<file path="config.mk">
export PLATFORM = sky130hd
export DESIGN_NAME = pcache_arbiter_flat
export DESIGN_NICKNAME = d
export VERILOG_FILES = /design/src/rtl/pcache_arbiter_if.sv /design/src/rtl/pcache_arbiter.sv /design/src/flat_wrapper.sv
export SDC_FILE = /design/constraint.sdc
export NUM_CORES = 1
export LEC_CHECK = 0
export BUFFER_PORTS_ARGS = -buffer_cell sky130_fd_sc_hd__buf_4
export CORE_MARGIN = 2
export CORE_UTILIZATION = 50
export DETAILED_ROUTE_END_ITERATION = 12
export HOLD_SLACK_MARGIN = 0.03
export PLACE_DENSITY_LB_ADDON = 0.2
export SETUP_SLACK_MARGIN = 0.5
export SLEW_MARGIN = 20
export SYNTH_ARGS = -nofsm -noshare
export SYNTH_HDL_FRONTEND = slang
export SYNTH_SLANG_ARGS = --single-unit
export TNS_END_PERCENT = 100
</file>
<file path="constraint.sdc">
create_clock -name clock_i -period 3.17 [get_ports clock_i]
set_input_delay 0.4755 -clock clock_i [delete_from_list [all_inputs] [get_ports clock_i]]
set_output_delay 0.4755 -clock clock_i [all_outputs]
set_load 0.03 [all_outputs]
</file>
<file path="src/rtl/pcache_arbiter_if.sv">
// Bundle of the parameter-cache arbiter's tile control, parser write port,
// two reader ports and the cache-side address/write-enable.
interface pcache_arbiter_if #(
    parameter int TAG_W = 10
);
    logic             tile_start;
    logic             tile_end;
    logic             flush_done;

    logic             wr_req;
    logic             wr_gnt;
    logic [TAG_W-1:0] wr_tag;
    logic             pcache_full;
    logic [TAG_W:0]   alloc_count;

    logic             rd0_req;
    logic [TAG_W-1:0] rd0_tag;
    logic             rd0_gnt;
    logic             rd0_valid;
    logic             rd0_err;

    logic             rd1_req;
    logic [TAG_W-1:0] rd1_tag;
    logic             rd1_gnt;
    logic             rd1_valid;
    logic             rd1_err;

    logic [TAG_W-1:0] prim_tag;
    logic             pcache_write;

    // Arbiter side
    modport slave (
        input  tile_start, tile_end, wr_req, rd0_req, rd0_tag, rd1_req, rd1_tag,
        output flush_done, wr_gnt, wr_tag, pcache_full, alloc_count,
               rd0_gnt, rd0_valid, rd0_err, rd1_gnt, rd1_valid, rd1_err,
               prim_tag, pcache_write
    );

    // Requester / tile-controller side
    modport master (
        output tile_start, tile_end, wr_req, rd0_req, rd0_tag, rd1_req, rd1_tag,
        input  flush_done, wr_gnt, wr_tag, pcache_full, alloc_count,
               rd0_gnt, rd0_valid, rd0_err, rd1_gnt, rd1_valid, rd1_err,
               prim_tag, pcache_write
    );
endinterface

</file>
<file path="src/rtl/pcache_arbiter.sv">
// Round-robin sequencer for the single-port parameter cache: allocates tags to
// parser writes, shares the port with two readers, and runs the per-tile lifecycle.
module pcache_arbiter #(
    parameter int ENTRIES = 1024,
    parameter int TAG_W   = 10
) (
    input  logic             clock_i,
    input  logic             reset_i,
    pcache_arbiter_if.slave  bus
);
    typedef enum logic [1:0] {IDLE, RUN, FLUSH} state_t;
    typedef enum logic [1:0] {SRC_WR, SRC_RD0, SRC_RD1} src_t;

    localparam logic [TAG_W:0] ENTRIES_W = (TAG_W+1)'(ENTRIES);

    state_t           state_q, state_d;
    src_t             last_q, last_d;
    logic             wr_gnt_q, wr_gnt_d;
    logic             rd0_gnt_q, rd0_gnt_d;
    logic             rd1_gnt_q, rd1_gnt_d;
    logic [TAG_W-1:0] prim_tag_q, prim_tag_d;
    logic [TAG_W:0]   alloc_q, alloc_d;
    logic             err0_pend_q, err0_pend_d;
    logic             err1_pend_q, err1_pend_d;
    logic             rd0_valid_q, rd0_valid_d;
    logic             rd1_valid_q, rd1_valid_d;
    logic             rd0_err_q, rd0_err_d;
    logic             rd1_err_q, rd1_err_d;
    logic             flush_done_q, flush_done_d;

    logic full, grant_ok, w_el, r0_el, r1_el;
    logic pick_w, pick_r0, pick_r1;

    always_comb begin
        full     = (alloc_q == ENTRIES_W);
        // tile_start and tile_end both block granting on the edge they are seen
        grant_ok = (state_q == RUN) && !bus.tile_start && !bus.tile_end;
        w_el     = grant_ok && bus.wr_req  && !wr_gnt_q  && !full;
        r0_el    = grant_ok && bus.rd0_req && !rd0_gnt_q;
        r1_el    = grant_ok && bus.rd1_req && !rd1_gnt_q;

        pick_w  = 1'b0;
        pick_r0 = 1'b0;
        pick_r1 = 1'b0;
        case (last_q)
            SRC_WR: begin
                if (r0_el)      pick_r0 = 1'b1;
                else if (r1_el) pick_r1 = 1'b1;
                else if (w_el)  pick_w  = 1'b1;
            end
            SRC_RD0: begin
                if (r1_el)      pick_r1 = 1'b1;
                else if (w_el)  pick_w  = 1'b1;
                else if (r0_el) pick_r0 = 1'b1;
            end
            default: begin
                if (w_el)       pick_w  = 1'b1;
                else if (r0_el) pick_r0 = 1'b1;
                else if (r1_el) pick_r1 = 1'b1;
            end
        endcase
    end

    always_comb begin
        state_d      = state_q;
        last_d       = last_q;
        wr_gnt_d     = 1'b0;
        rd0_gnt_d    = 1'b0;
        rd1_gnt_d    = 1'b0;
        prim_tag_d   = prim_tag_q;
        alloc_d      = alloc_q;
        err0_pend_d  = err0_pend_q;
        err1_pend_d  = err1_pend_q;
        rd0_valid_d  = rd0_gnt_q;
        rd1_valid_d  = rd1_gnt_q;
        rd0_err_d    = rd0_gnt_q & err0_pend_q;
        rd1_err_d    = rd1_gnt_q & err1_pend_q;
        flush_done_d = 1'b0;

        case (state_q)
            RUN:   if (bus.tile_end) state_d = FLUSH;
            FLUSH: begin
                // A grant issued last cycle still owes its valid; drain it first
                if (!(rd0_gnt_q || rd1_gnt_q)) begin
                    flush_done_d = 1'b1;
                    state_d      = IDLE;
                end
            end
            default: state_d = state_q;
        endcase

        if (bus.tile_start) begin
            state_d      = RUN;
            alloc_d      = '0;
            flush_done_d = 1'b0;
        end

        if (pick_w) begin
            wr_gnt_d   = 1'b1;
            prim_tag_d = alloc_q[TAG_W-1:0];
            alloc_d    = alloc_q + 1'b1;
            last_d     = SRC_WR;
        end else if (pick_r0) begin
            rd0_gnt_d   = 1'b1;
            prim_tag_d  = bus.rd0_tag;
            err0_pend_d = ({1'b0, bus.rd0_tag} >= alloc_q);
            last_d      = SRC_RD0;
        end else if (pick_r1) begin
            rd1_gnt_d   = 1'b1;
            prim_tag_d  = bus.rd1_tag;
            err1_pend_d = ({1'b0, bus.rd1_tag} >= alloc_q);
            last_d      = SRC_RD1;
        end
    end

    always_ff @(posedge clock_i) begin
        if (reset_i) begin
            state_q      <= IDLE;
            last_q       <= SRC_RD1;
            wr_gnt_q     <= 1'b0;
            rd0_gnt_q    <= 1'b0;
            rd1_gnt_q    <= 1'b0;
            prim_tag_q   <= '0;
            alloc_q      <= '0;
            err0_pend_q  <= 1'b0;
            err1_pend_q  <= 1'b0;
            rd0_valid_q  <= 1'b0;
            rd1_valid_q  <= 1'b0;
            rd0_err_q    <= 1'b0;
            rd1_err_q    <= 1'b0;
            flush_done_q <= 1'b0;
        end else begin
            state_q      <= state_d;
            last_q       <= last_d;
            wr_gnt_q     <= wr_gnt_d;
            rd0_gnt_q    <= rd0_gnt_d;
            rd1_gnt_q    <= rd1_gnt_d;
            prim_tag_q   <= prim_tag_d;
            alloc_q      <= alloc_d;
            err0_pend_q  <= err0_pend_d;
            err1_pend_q  <= err1_pend_d;
            rd0_valid_q  <= rd0_valid_d;
            rd1_valid_q  <= rd1_valid_d;
            rd0_err_q    <= rd0_err_d;
            rd1_err_q    <= rd1_err_d;
            flush_done_q <= flush_done_d;
        end
    end

    assign bus.flush_done   = flush_done_q;
    assign bus.wr_gnt       = wr_gnt_q;
    assign bus.wr_tag       = prim_tag_q;
    assign bus.pcache_full  = full;
    assign bus.alloc_count  = alloc_q;
    assign bus.rd0_gnt      = rd0_gnt_q;
    assign bus.rd0_valid    = rd0_valid_q;
    assign bus.rd0_err      = rd0_err_q;
    assign bus.rd1_gnt      = rd1_gnt_q;
    assign bus.rd1_valid    = rd1_valid_q;
    assign bus.rd1_err      = rd1_err_q;
    assign bus.prim_tag     = prim_tag_q;
    assign bus.pcache_write = wr_gnt_q;
endmodule

</file>
<file path="src/flat_wrapper.sv">
// flat-port wrapper written by rule: the top's interface ports become plain ports
module pcache_arbiter_flat 
#(
    parameter int ENTRIES = 1024,
    parameter int TAG_W   = 10
)
  (clock_i, reset_i, bus_tile_start, bus_tile_end, bus_wr_req, bus_rd0_req, bus_rd0_tag, bus_rd1_req, bus_rd1_tag, bus_flush_done, bus_wr_gnt, bus_wr_tag, bus_pcache_full, bus_alloc_count, bus_rd0_gnt, bus_rd0_valid, bus_rd0_err, bus_rd1_gnt, bus_rd1_valid, bus_rd1_err, bus_prim_tag, bus_pcache_write);
  pcache_arbiter_if #(.TAG_W(TAG_W)) bus_i ();
  input  logic clock_i;
  input  logic reset_i;
  input wire logic [$bits(bus_i.tile_start)-1:0] bus_tile_start;
  input wire logic [$bits(bus_i.tile_end)-1:0] bus_tile_end;
  input wire logic [$bits(bus_i.wr_req)-1:0] bus_wr_req;
  input wire logic [$bits(bus_i.rd0_req)-1:0] bus_rd0_req;
  input wire logic [$bits(bus_i.rd0_tag)-1:0] bus_rd0_tag;
  input wire logic [$bits(bus_i.rd1_req)-1:0] bus_rd1_req;
  input wire logic [$bits(bus_i.rd1_tag)-1:0] bus_rd1_tag;
  output wire logic [$bits(bus_i.flush_done)-1:0] bus_flush_done;
  output wire logic [$bits(bus_i.wr_gnt)-1:0] bus_wr_gnt;
  output wire logic [$bits(bus_i.wr_tag)-1:0] bus_wr_tag;
  output wire logic [$bits(bus_i.pcache_full)-1:0] bus_pcache_full;
  output wire logic [$bits(bus_i.alloc_count)-1:0] bus_alloc_count;
  output wire logic [$bits(bus_i.rd0_gnt)-1:0] bus_rd0_gnt;
  output wire logic [$bits(bus_i.rd0_valid)-1:0] bus_rd0_valid;
  output wire logic [$bits(bus_i.rd0_err)-1:0] bus_rd0_err;
  output wire logic [$bits(bus_i.rd1_gnt)-1:0] bus_rd1_gnt;
  output wire logic [$bits(bus_i.rd1_valid)-1:0] bus_rd1_valid;
  output wire logic [$bits(bus_i.rd1_err)-1:0] bus_rd1_err;
  output wire logic [$bits(bus_i.prim_tag)-1:0] bus_prim_tag;
  output wire logic [$bits(bus_i.pcache_write)-1:0] bus_pcache_write;
  assign bus_i.tile_start = bus_tile_start;
  assign bus_i.tile_end = bus_tile_end;
  assign bus_i.wr_req = bus_wr_req;
  assign bus_i.rd0_req = bus_rd0_req;
  assign bus_i.rd0_tag = bus_rd0_tag;
  assign bus_i.rd1_req = bus_rd1_req;
  assign bus_i.rd1_tag = bus_rd1_tag;
  assign bus_flush_done = bus_i.flush_done;
  assign bus_wr_gnt = bus_i.wr_gnt;
  assign bus_wr_tag = bus_i.wr_tag;
  assign bus_pcache_full = bus_i.pcache_full;
  assign bus_alloc_count = bus_i.alloc_count;
  assign bus_rd0_gnt = bus_i.rd0_gnt;
  assign bus_rd0_valid = bus_i.rd0_valid;
  assign bus_rd0_err = bus_i.rd0_err;
  assign bus_rd1_gnt = bus_i.rd1_gnt;
  assign bus_rd1_valid = bus_i.rd1_valid;
  assign bus_rd1_err = bus_i.rd1_err;
  assign bus_prim_tag = bus_i.prim_tag;
  assign bus_pcache_write = bus_i.pcache_write;
  pcache_arbiter #(.ENTRIES(ENTRIES), .TAG_W(TAG_W)) u_core (.clock_i(clock_i), .reset_i(reset_i), .bus(bus_i));
endmodule
</file>
==> results of run 1 <==
## final timing paths
check,start,to,slack [ns],depth (start not counted)
setup / recovery,bus_tile_start,u_core.bus.prim_tag[2],0.61,7
hold reg to reg,u_core.err0_pend_q,u_core.bus.rd0_err,0.46,1
hold / removal,bus_tile_start,u_core.bus.flush_done,0.41,2
setup reg to reg,u_core.state_q[1],u_core.bus.prim_tag[2],0.61,6
## placed cells by master (no fill, tap or decap), types with 6 or more instances in the layout
cell type,count
sky130_fd_sc_hd__a211oi_1,14
sky130_fd_sc_hd__nand2_1,19
sky130_fd_sc_hd__o21ai_0,13
sky130_fd_sc_hd__ha_1,22
sky130_fd_sc_hd__nor2_1,31
sky130_fd_sc_hd__dfxtp_1,35
sky130_fd_sc_hd__a221oi_1,8
sky130_fd_sc_hd__inv_1,14
sky130_fd_sc_hd__a21oi_1,20
sky130_fd_sc_hd__buf_4,71
sky130_fd_sc_hd__nor3_1,6
sky130_fd_sc_hd__nand3_1,8
## per-stage QoR
step	cell area [um^2]	power (uW)	util (%)	hold WS [ns]
3_3_place_gp	2680	620	61.9	0.440
3_5_place_dp	2680	624	61.9	0.443
5_1_grt	2870	1070	66.3	0.408
4_1_cts	2810	1030	65.0	0.394
2_1_floorplan	2230	565	-	0.430
6_report	2870	1030	66.3	0.407
## state kept, by name (all words and copies together) (netlist names)
| register | flops |
|---|---|
| u_core.bus.pcache_write | 1 |
| u_core.bus.rd1_gnt | 1 |
| u_core.err0_pend_q | 1 |
| u_core.bus.prim_tag | 10 |
| u_core.bus.rd1_valid | 1 |
| u_core.bus.rd0_valid | 1 |
| u_core.bus.alloc_count | 11 |
| u_core.state_q | 2 |
| u_core.bus.rd0_gnt | 1 |
| u_core.bus.rd0_err | 1 |
| u_core.bus.flush_done | 1 |
| u_core.last_q | 2 |
| u_core.err1_pend_q | 1 |
| u_core.bus.rd1_err | 1 |
## cells in the mapped netlist, drive strengths merged, types with 5 or more instances
master | instances | area, um^2
inv | 15 | 56.3
nor4 | 5 | 31.3
a21oi | 21 | 109
a211oi | 15 | 118
nand3 | 8 | 40.0
clkbuf | 6 | 22.5
nand2 | 19 | 71.3
a221oi | 9 | 78.8
nor2 | 33 | 129
buf | 16 | 114
dfxtp | 35 | 701
ha | 22 | 275
nor3 | 7 | 35.0
o21ai | 13 | 65.1
## cells by family after synthesis
family	synth area share [%]
AOI/OAI and AO/OA	25.6
DFF	31.4
and+or+nand+nor	22.0
buffers and inverters	8.63
adders and majority gates	12.3
## what timing repair did
action / CTS / global route
pin swaps: 1 / 2
gates resized for setup: 1 / 6
buffers inserted: 2 / 2
setup endpoints to repair: 19 / 21
gates cloned: 0 / 0
## layout make-up
type                       count  area (um^2)
timing repair buffer          72          553
inverter                      15         56.3
tap                           52         65.1
clock buffer                   5         68.8
multi-input combinational    197         1380
fill                         379         1460
sequential                    35          701
clock inverter                 3         43.8
## routing by layer
| layer | vias up | track usage (%) |
|---|---|---|
| li1 | 1090 | - |
| met1 | 1031 | 34.7 |
| met2 | 90 | 38.4 |
| met3 | 10 | 5.56 |
| met4 | 0 | 7.76 |
| met5 | - | 0 |
## worst max-delay path: cells and delay by family
| kind | cells | cell delay (ns) |
|---|---|---|
| simple gates | 2 | 0.91 |
| compound gates | 3 | 1.02 |
| buf+inv | 2 | 0.32 |
## power by group through the flow
stage | Clock (uW) | Sequential, uW | Combinational [uW]
6_report | 412 | 456 | 167
5_1_grt | 436 | 457 | 182
4_1_cts | 411 | 455 | 162
3_5_place_dp | 0 | 466 | 159
3_3_place_gp | 0 | 465 | 155
2_1_floorplan | 0 | 474 | 90.6
==> impl_summary.md, run 1 <==
Outcome
The run finished with clean final reports.

STA
The normalized max-slew margin is roughly 25%. Of the available clock period, the critical path in the final layout requires just over 80%. The final setup violation count is 0.

The count of final max-slew check failures is 0. The setup skew after layout is slightly above 0.009 ns. The final worst-path setup slack is approximately 0.61 ns. Setup repair after global routing could not meet its margin everywhere. The final sum of negative setup slack is 0 ns. Subtracting the final worst setup slack from the clock period gives around 2.6 ns. Timing would allow up to between 300 and 400 MHz. For the pin with the worst max-slew slack, the measured transition is ~1.1 ns. The final count of hold timing violations is 0.

Yosys
In the synthesized netlist the dominant register cell turns out to be sky130_fd_sc_hd__dfxtp_1. The sequential cell area fraction in the yosys report is roughly a third. Counting flops with a built-in enable in the synthesized netlist gives 0. Yosys printed 0 warnings. Synthesis produced 269 cells. Synthesis inferred 35 register bits. The fraction of registers with async set or reset after synthesis is 0%.

The number of library cell types mapped by synthesis is 46. Counting every net in the synthesized netlist gives around 320. The area of the mapped netlist is 2230 um^2. After synthesis, the mean cell area works out to ~8.3 um^2.

Run
The tool flagged a number of max-cap violations equal to 0.

Critical path
The worst setup path is launched from an input pin. The critical path is of the input pin to flip-flop type. The top fanout value on the critical path is 11.

The critical-path cell with the highest stage delay is sky130_fd_sc_hd__or4b_1. The critical path data required time is ~3.3 ns. The endpoint class of the critical path is a flip-flop.

The largest single stage delay on the critical path is approximately 0.75 ns. STA puts the critical path data arrival time at around 2.7 ns. The critical path goes through buf_4, or4b_1, a211oi_1, nor3_4, buf_4, a221oi_1, a211oi_1.

Die
The floorplan step defined a die boundary enclosing around 5000 um^2. The effective utilization at floorplan is around 52%. After floorplanning, the core was divided into 24 placement rows. In this run the vertical extent of the chip is 70.8 um. The core box area is ~4300 um^2. Pin placement for this block handled 68 I/O pins. The width of the chip is 70.8 um.

Finish
The final instance count without filler cells is 379. The fraction of final layout cells sized beyond drive strength 1 is between 20 and 30%. The growth of design area from synthesis to finish is 28.5%. The number of nets in the final layout is ~380. The count of antenna diodes in the layout is 0.

Power
Registers are responsible for ~44% of the overall power. In this run the static leakage power is between 0.001 and 0.0015 uW. In this run switching power makes up 27.0% of total power. Per report_power, the clock group accounts for 39.8% of the total. The power share of the combinational group is around 16%. The net switching component of the power is about 280 uW. The areal power density over the cells is between 300 and 400 nW/um^2.

VDD sags by at most between 0.3 and 0.4 mV. The internal portion of the total power is approximately 760 uW.

Clocking
Clock tree synthesis inserted a total of 5 buffers. TritonCTS built the clock tree. In this run the number of H-tree levels came out at 2. The clock passes through at most 2 buffers. Clock latency on the worst-skew pair, taken at its later pin, is between 0.2 and 0.3 ns. The root cell of the clock tree is sky130_fd_sc_hd__clkbuf_8. The clock-pin slew of the registers on the worst-case setup and hold paths is 0.07 ns. The clock net sink count is 35.

The number of hold buffers added after CTS was 0.

Route
In this run the remaining antenna-violating nets after routing total 0. For this block, the routed nets add up to 6200 um of wire. The wire length on met3 is 488 um. The detailed router used layers up to and including met4. The detailed-route wire length on metal 1 is roughly 2800 um. The first routing iteration left around 180 violations. For this run, the detailed router's first-pass iteration total came to 4. The amount of wire on met2 after detailed routing is 2790 um. The average detailed-routed wire length per instance is about 16 um. Summing over every cut layer, the via total after detailed routing is about 2,200. The number of vias per cell is a little under 6. The DRC violation count after routing is 0.

Placement
In this run the tool buffered the top-level ports with 67 buffer cells. The worst setup timing slack at the placement stage is 0.324 ns. Detailed placement finished with a half-perimeter wire length of between 4000 and 5000 um. The final RePlAce weighted congestion is 0.940. The number of cells in the design after placement is approximately 370.

Global route
The pin count of the biggest net entering global routing is 35. Summed over all layers, the global routing overflow is 0. The number of global-route vias before repair came to ~2,100. The initial antenna violation count is 0. Global routing used between 20% and 30% of the available tracks. The first global-routing pass estimated roughly 10000 um of wire.

Min path
The type of the tightest min-delay check is input pin to flip-flop.
(Power assumes the default switching activity.)
==> run 2: changes to the inputs <==
--- a/config.mk
+++ b/config.mk
@@ -7,7 +7,7 @@
 export LEC_CHECK = 0
 export BUFFER_PORTS_ARGS = -buffer_cell sky130_fd_sc_hd__buf_4
 export CORE_MARGIN = 2
-export CORE_UTILIZATION = 50
+export CORE_UTILIZATION = 46
 export DETAILED_ROUTE_END_ITERATION = 12
 export HOLD_SLACK_MARGIN = 0.03
 export PLACE_DENSITY_LB_ADDON = 0.2
==> constraint.sdc (replaced) <==
create_clock -name clock_i -period 2.3 [get_ports clock_i]
set_input_delay 0.345 -clock clock_i [delete_from_list [all_inputs] [get_ports clock_i]]
set_output_delay 0.345 -clock clock_i [all_outputs]
set_load 0.03 [all_outputs]
==> run 2 against run 1 <==
Against the previous run: sequential cell count unchanged; clock power increased by 26%; critical path depth increased by 4; hold slack got worse by 0.093 ns; clock skew about the same; combinational power increased by 49%; highest routed layer unchanged; largest cell class unchanged; register-to-register slack got worse by 0.57 ns; die area increased by 8.2%; design area increased by 9.5%.
==> impl_summary.md, run 2 (synthesis gave the netlist of run 1 again) <==
Global route
The initial antenna violation count came to 0. Entering global routing, the biggest net connects 35 pins. For this run the aggregate overflow at the end of global routing stands at 0. The number of global-route vias before repair came to about 2,100. The first global-routing pass estimated ~10,000 um of wire.

Global routing used between 20% and 30% of the available tracks.

Power
Sequential cells account for about 45% of the total power. The analysis attributes to net switching a power of slightly below 400 uW. Net switching is 27.6% of the power. The clock share of power is a little under two fifths. The areal power density over the cells is between 400 and 500 nW/um^2. The maximum resistive drop on vdd is roughly 0.34 mV. The share of total power dissipated in combinational logic is 17.9%. The internal power is between 1000 and 1500 uW.

In this run the static leakage power is roughly 0.0013 uW.

Critical path
The critical path class is flip-flop to flip-flop. STA classifies the critical path startpoint as a flip-flop. The top fanout value on the critical path is 5. For the worst setup path, the data arrival time is approximately 2.5 ns. The critical path data required time is between 2 and 3 ns. The endpoint class of the critical path is a flip-flop.

Counting cells, the worst reg-to-reg path comes to 11.

Placement
The number of I/O port buffers is 67. Detailed placement ended at an HPWL of 4860 um. After detailed placement, the design holds a cell count of between 300 and 400.

The final RePlAce weighted congestion is 0.895. The worst setup timing slack at the placement stage is ~0.044 ns.

Route
Summing over every cut layer, the via total after detailed routing is around 2,400. In the final routed layout, each cell accounts on average for about 16 um. The routed wire length is about 6700 um. The number of DRC violations after detailed-routing iteration 0 is between 200 and 300. The antenna violation net count after detailed routing is 0. After detailed routing, the number of remaining DRC violations is 0.

The number of vias per cell is approximately 5.8. The first detailed-routing pass took 4 iterations.

STA
Of the available clock period, the critical path in the final layout requires between 90% and 100%. For the pin with the worst max-slew slack, the measured transition is 0.641 ns. Derived from the worst setup path, the maximum achievable clock frequency is roughly 440 MHz. The final sum of negative setup slack is 0 ns. Setup violations remaining at the end of the flow were counted as 0. The setup skew after layout is about 0.0093 ns. Setup slack on the critical path of the routed design comes to approximately 0.038 ns. Setup repair after global routing could not meet its margin everywhere. The final count of hold timing violations came to 0.

The post-layout minimum cycle time is between 2 and 2.5 ns. The count of final max-slew check failures is 0. The normalized max-slew margin is a little under three fifths.

Clocking
The TritonCTS clock tree is yes. The root cell of the clock tree is sky130_fd_sc_hd__clkbuf_8. The clock tree buffer depth is 2. The clock net in this run drives a total of 35 sinks.

The cts-stage hold buffer count is 0. The number of buffers inserted during clock tree synthesis is 5. After clock tree synthesis, the clock-pin slew on the worst setup and hold paths is 0.08 ns. The count of H-tree levels built during CTS is 2. The clock insertion delay at the later pin of the skew report is roughly 0.29 ns.

Finish
The growth of design area from synthesis to finish is 40.7%. Leaving out fill and tap cells, the most frequent cell in the layout is sky130_fd_sc_hd__buf_4. The final instance count without filler cells is between 400 and 500. Of the cells placed in the final design, the portion with a size suffix greater than 1 is around two fifths. The count of antenna diodes in the layout is 0. Leaving out fill and tap cells, the most frequent cells in the layout are sky130_fd_sc_hd__buf_4 (93), sky130_fd_sc_hd__nor2_1 (30), sky130_fd_sc_hd__dfxtp_1 (27). Measured on the finished design, the core utilization comes to between 60% and 70%. The flip-flop count of the largest register, all copies and words added is 11. At the end of the flow, the number of nets in the layout was 403.

Die
The width of the chip is around 74 um. The initial utilization of the core area, before any placement, comes to between 40% and 50%. The row count is 25. The total die area is ~5400 um^2. In this run the count of I/O pins placed on the die edge is 68. The core region is around 4700 um^2. The die is ~74 um tall.

Outcome
The run finished with clean final reports.

Min path
Along the worst hold path, the cell count comes to 3. The min-delay analysis places its worst path in the category input pin to flip-flop.

Run
The tool flagged a number of max-cap violations equal to 0.
run 2: per-stage QoR:
step           hold WS, ns  cell area, um^2  total power, uW
3_5_place_dp         0.445             2910              870
6_report             0.314             3140             1390
3_3_place_gp         0.437             2910              865
2_1_floorplan        0.421             2270              777
4_1_cts              0.314             3110             1390
5_1_grt              0.326             3140             1440
run 2: worst max-delay path, stage by stage (launching register included):
cell and delay [ns]:
sky130_fd_sc_hd__dfxtp_4 0.35, sky130_fd_sc_hd__inv_4 0.05, sky130_fd_sc_hd__ha_4 0.11, sky130_fd_sc_hd__or4b_4 0.48
sky130_fd_sc_hd__o41ai_4 0.22, sky130_fd_sc_hd__buf_4 0.21, sky130_fd_sc_hd__nor3_2 0.07, sky130_fd_sc_hd__buf_4 0.15
sky130_fd_sc_hd__nor2_4 0.11, sky130_fd_sc_hd__buf_6 0.14, sky130_fd_sc_hd__o21ai_1 0.08, sky130_fd_sc_hd__a21oi_1 0.18
run 2: final cells by class:
| cell class | instances | area (um^2) |
|---|---|---|
| Timing Repair Buffer | 100 | 786 |
| Inverter | 15 | 61.3 |
| Clock inverter | 2 | 13.8 |
| Fill cell | 400 | 1550 |
| Clock buffer | 6 | 93.8 |
| Sequential cell | 35 | 716 |
| Tap cell | 54 | 67.6 |
| Multi-Input combinational cell | 197 | 1400 |
run 2: power groups by stage:
stage                     Combinational, uW  Sequential [uW]  Clock (uW)
after floorplan                         126              652           0
after global placement                  227              638           0
after detailed placement                231              639           0
after CTS                               242              625         523
after global routing                    270              627         547
final                                   249              625         518
run 2: layer usage:
metal / GRT usage (%) / vias to the layer above / share of wire (%)
met5: 0 / - / 0
met4: 7.88 / 0 / 2.1
met3: 4.80 / 15 / 7.1
met2: 39.3 / 110 / 48
met1: 34.0 / 1097 / 43
li1: - / 1142 / -
run 2: final timing paths:
path / from / end / slack, ns
worst min-delay path: bus_rd0_tag[8] / u_core.bus.prim_tag[8] / 0.31
worst max register to register: u_core.bus.alloc_count[0] / u_core.bus.alloc_count[9] / 0.04
worst max-delay path: u_core.bus.alloc_count[0] / u_core.bus.alloc_count[9] / 0.04
worst min register to register: u_core.err0_pend_q / u_core.bus.rd0_err / 0.46
run 2: what timing repair did:
| item | CTS | global route |
|---|---|---|
| pin swaps | 8 | 10 |
| gates resized for setup | 14 | 8 |
| hold endpoints to repair | 0 | 0 |
| cloned | 1 | 0 |
| setup endpoints to repair | 29 | 29 |
| buffers inserted | 5 | 0 |
